### config.mk
export PLATFORM = sky130hd
export DESIGN_NAME = demux8_1x2_reg
export DESIGN_NICKNAME = d
export VERILOG_FILES = /design/src/rtl/demux8_1x2_reg.sv
export SDC_FILE = /design/constraint.sdc
export NUM_CORES = 1
export LEC_CHECK = 0
export ABC_AREA = 1
export CAP_MARGIN = 10
export CORE_MARGIN = 8
export CORE_UTILIZATION = 29
export DETAILED_ROUTE_END_ITERATION = 10
export PLACE_DENSITY = 0.63
export SYNTH_ARGS = -nofsm -noshare
export SYNTH_HDL_FRONTEND = slang
export SYNTH_SLANG_ARGS = --single-unit
### constraint.sdc
create_clock -name clk -period 2.4 [get_ports clk]
set_input_delay 0.48 -clock clk [delete_from_list [all_inputs] [get_ports clk]]
set_output_delay 0.48 -clock clk [all_outputs]
set_load 0.1 [all_outputs]
### src/rtl/demux8_1x2_reg.sv
// demux8_1x2_reg: registered 1-to-2 demux with static or round-robin routing,
// valid/ready handshakes, one-entry holding register and wrapping counter per output.
module demux8_1x2_reg #(
    parameter int WIDTH = 8,
    parameter int CW    = 8
) (
    input  logic             clk,
    input  logic             rst_n,
    input  logic [WIDTH-1:0] in,
    input  logic             in_valid,
    output logic             in_ready,
    input  logic             sel,
    input  logic             alt,
    output logic [WIDTH-1:0] out1,
    output logic             out1_valid,
    input  logic             out1_ready,
    output logic [WIDTH-1:0] out2,
    output logic             out2_valid,
    input  logic             out2_ready,
    output logic [CW-1:0]    count1,
    output logic [CW-1:0]    count2
);
    logic rr;
    logic to1;
    logic free1;
    logic free2;
    logic acc;
    logic ld1;
    logic ld2;
    logic hs1;
    logic hs2;

    always_comb begin
        to1      = alt ? ~rr : sel;
        free1    = ~out1_valid | out1_ready;
        free2    = ~out2_valid | out2_ready;
        in_ready = to1 ? free1 : free2;
        acc      = in_valid & in_ready;
        ld1      = acc & to1;
        ld2      = acc & ~to1;
        hs1      = out1_valid & out1_ready;
        hs2      = out2_valid & out2_ready;
    end

    // A load overrides the drain, so a full channel with a ready consumer refills with no bubble
    always_ff @(posedge clk or negedge rst_n) begin
        if (!rst_n) begin
            out1       <= '0;
            out2       <= '0;
            out1_valid <= 1'b0;
            out2_valid <= 1'b0;
            count1     <= '0;
            count2     <= '0;
            rr         <= 1'b0;
        end else begin
            if (ld1) out1 <= in;
            if (ld2) out2 <= in;
            out1_valid <= ld1 | (out1_valid & ~out1_ready);
            out2_valid <= ld2 | (out2_valid & ~out2_ready);
            count1     <= count1 + CW'(hs1);
            count2     <= count2 + CW'(hs2);
            rr         <= alt ? rr ^ acc : 1'b0;
        end
    end
endmodule
# Word level (Yosys, flattened, before mapping)
# Cells that the tools add are included.
dict set report op_classes {
  n_addsub 2
  n_mux 3
  bitwise_logic 18
}
# operator n
set op_table {}
lappend op_table {{8-bit by 1-bit adder with 8-bit output} 2}
lappend op_table {{1-bit AND} 7}
lappend op_table {{1-bit NOT} 6}
lappend op_table {{1-bit bitwise OR} 4}
lappend op_table {{1-bit two-way mux} 3}
lappend op_table {{1-bit XOR} 1}
dict set report totals {
  ff_bits 35
  word_cells 30
}

# Depth between registers and ports, before layout
dict set report logic_depth {
  depth_word 6
  ltp_mapped 10
  ltp_nobuf 10
}

# Worst setup path before layout
# No wires, ideal clock.
dict set report synth_timing {
  path_kind {flip-flop to flip-flop}
  start {register out1_valid}
  end {register rr}
  path_slack_ns 0.031
  arrival_ns 2.246
  t_required_ns 2.277
  synth_period_minus_slack_ns 2.369
  setup_ns 0.123
  stages_incl_launch_ff 6
  path_cell_list {dfrtp_1 nand2_1 nand3_1 nand2_1 a21oi_1 nor2_1}
}
dict set report synth_between {
  elab_chain_len 6
}
# element line_no
set synth_rtl {}
lappend synth_rtl {{from (decl)} 15} ;# output logic out1_valid,
lappend synth_rtl {{from (signal assigned)} 58} ;# out1_valid <= ld1 | (out1_valid & ~out1_ready);
lappend synth_rtl {{1-bit NOT} 35} ;# free1 = ~out1_valid | out1_ready;
lappend synth_rtl {{1-bit bitwise OR} 35}
lappend synth_rtl {{1-bit two-way mux} 37} ;# in_ready = to1 ? free1 : free2;
lappend synth_rtl {{via in_ready} 11} ;# output logic in_ready,
lappend synth_rtl {{1-bit AND} 38} ;# acc = in_valid & in_ready;
lappend synth_rtl {{1-bit XOR} 62} ;# rr <= alt ? rr ^ acc : 1'b0;
lappend synth_rtl {{1-bit two-way mux} 62}
lappend synth_rtl {{to (signal assigned)} 62}
lappend synth_rtl {{to (decl)} 23} ;# logic rr;
# The timed path passes the listed nets, and every way through them passes these cells.
# A chain may end at the register's enable or synchronous reset.

# Worst setup path in the final report
dict set report layout_timing {
  start {input port out2_ready}
  end {output port in_ready}
}
dict set report layout_between {
  elab_chain_len 2
}
# element line_no
set layout_rtl {}
lappend layout_rtl {{from (decl)} 19} ;# input logic out2_ready,
lappend layout_rtl {{1-bit bitwise OR} 36} ;# free2 = ~out2_valid | out2_ready;
lappend layout_rtl {{1-bit two-way mux} 37}
lappend layout_rtl {{to (decl)} 11}
# No other way between the ends.

==> run metrics <==
status complete, no violations; die area 7810 µm²; std cell rows 26; share of cells above drive strength 1 0.338; number of global-route vias before repair 1,134; routed vias 1,099; number of synthesized flops with an enable pin 0; Reg2Reg Capture Point count2[6]; fin nets 214; synthesized flop and latch total 35; H-tree lvl count 2; Setup Buffers After CTS 0; slew margin rel. 0.480; minimum clock period 2.07 ns; ys flop type dfrtp_1; clk slew on worst S/H paths 0.07 ns; Reg2Reg Launch Point out2_valid; CP cell instances clkdlybuf4s50_1, inv_1, nand2_1, nand3_1, nand2_1, buf_12; Post-Synthesis Cells 141; final hold vios 0; synthesized area 1520 µm²; period utilization 0.864; Syn. warnings 0; post-placement cell count 258; CTS buffer count 5; Synth-to-Final Area Change 37.1%; Crit path arrival time 1.59 ns; Synth Area in Adders 0.0329; top cells by area, synth dfrtp_1, o21ai_2, nand2_1; Routed Antenna Nets 0; detailed placer's ending HPWL 2290 µm; largest net degree at the start of global routing 36; dpl ws 0.321 ns; DRT Wirelength 3050 µm; DIE HEIGHT 88.4 µm; top-count cell post-synth dfrtp_1; Mapped Avg Cell Area 10.8 µm²; CP max stage delay 0.50 ns; post-synthesis async set-or-reset flop share 1.00; post_cts resized 0; post-synth net total 160; Setup Skew 0.00339 ns; Core ar. 5070 µm²; Critical Path Fanout Max 3; crit path setup slack, layout 0.327 ns; clk buf depth 2; clock tree sinks 35; Initial Utilization 0.299; Slowest cell on crit path clkdlybuf4s50_1; Synth cell types 17; Worst setup EP type output pin; diode count 0; DR vias/cell 4.15; main combinational cell family by area after synthesis simple AND/OR/NAND/NOR gates; r2r worst-path depth 7; Commonest cells post-synth dfrtp_1, nand2_1, inv_1; gr usage total 0.0832; post-route insts no fill 265; Pins Over Slew Limit 0; sequential area share after synthesis 0.577; Port Buffer Count 49; highest clock rate 482 MHz; complex-gate fraction of the synthesized area 0.0988; RSZ-0062 raised after global routing false; Initial DRC Count 24; # hold bufs at CTS 0; CP Launch Type input pin; Hold Crit Class input pin to async pin; clock root buffer clkbuf_8; drt drc 0; crit path kind input pin to output pin; R2R setup slack 0.99 ns; count of final setup violators 0; initial antenna violation count 0; Die W 88.4 µm; DRT Pass-1 Iters 4; top-area cell type share of the netlist area 0.577; first-pass GRT wire length 4980 µm; actual slew at the worst max-slew pin 0.780 ns; Req. time, crit path 1.92 ns; Clock Latency Late Sink 0.28 ns; post-synthesis mux area share 0; Overflow after GRT 0; final setup TNS 0 ns; Avg WL per Cell 11.5 µm; Top-Level Pins 50; Post-Synth Simple-Gate Area 0.170; Synth area leader dfrtp_1; Max Cap Violations 0; TritonCTS clock tree yes; Post-Synth XOR/XNOR Area 0.0577; GP Congestion 0.723; Crit path top cell by count nand2_1
-- per-stage QoR --
| step | area (µm²) | utilization | hold WS [ns] |
|---|---|---|---|
| 6_report | 2080 | 0.410 | 0.280 |
| 5_1_grt | 2080 | 0.410 | 0.331 |
| 4_1_cts | 2080 | 0.410 | 0.308 |
| 3_5_place_dp | 1990 | 0.393 | 0.469 |
| 3_3_place_gp | 1990 | 0.393 | 0.459 |
| 2_1_floorplan | 1520 | - | 0.184 |
-- how the worst max path moves through the flow --
stage | start | endpoint | slack, ns
2_1_floorplan | out1_valid | rr | 0.03
3_3_place_gp | out2_ready | in_ready | 0.31
3_5_place_dp | out2_ready | in_ready | 0.32
4_1_cts | out2_ready | in_ready | 0.31
5_1_grt | out2_ready | in_ready | 0.26
6_report | out2_ready | in_ready | 0.33
-- layout make-up --
| type | instances | area, µm² |
|---|---|---|
| clock inverter | 1 | 5.00 |
| fill | 521 | 2990 |
| timing repair buffer | 49 | 410 |
| multi-input combinational | 84 | 546 |
| tap | 70 | 87.6 |
| clock buffer | 6 | 82.6 |
| inverter | 20 | 75.1 |
| sequential | 35 | 876 |
-- sequential cells by signal (all words and copies together) (netlist names) --
signal      flops
rr              1
count1          8
out1            8
out2            8
out1_valid      1
count2          8
out2_valid      1
-- kinds of logic (layout without fill, tap and decap cells) --
kind of cell / Yosys count / count (layout)
simple gates: 52 / 52
buf+inv: 22 / 76
compound gates: 18 / 18
xor+xnor: 10 / 10
fa+ha+maj: 4 / 4
flops: 35 / 35
-- per-layer routing --
layer,wire (µm),up-vias,GRT usage
li1,-,549,-
met1,1230,515,0.0883
met2,1510,33,0.137
met3,299,2,0.0399
met4,16,0,0.0369
met5,0,-,0
-- worst max-delay path: cells and delay by family --
| kind | cells | cell delay [ns] |
|---|---|---|
| and+or+nand+nor | 3 | 0.37 |
| buffers and inverters | 3 | 0.74 |
-- placed cells by master (no fill, tap or decap) --
cell,n
dfrtp_1,35
buf_4,34
nand2_1,30
inv_1,19
o21ai_2,16
clkdlybuf4s50_1,13
xor2_1,10
nand3_1,7
clkbuf_8,6
nor2_1,5
ha_1,4
nand2_2,3
nor3_1,2
nand4_4,2
a21oi_1,2
nor2_2,1
nand3b_1,1
nand4_1,1
inv_2,1
clkinv_2,1
buf_2,1
buf_12,1
Power is left out: the tool's default activity adds up to more than one toggle a clock period on the data nets, which glitch-free logic cannot reach.
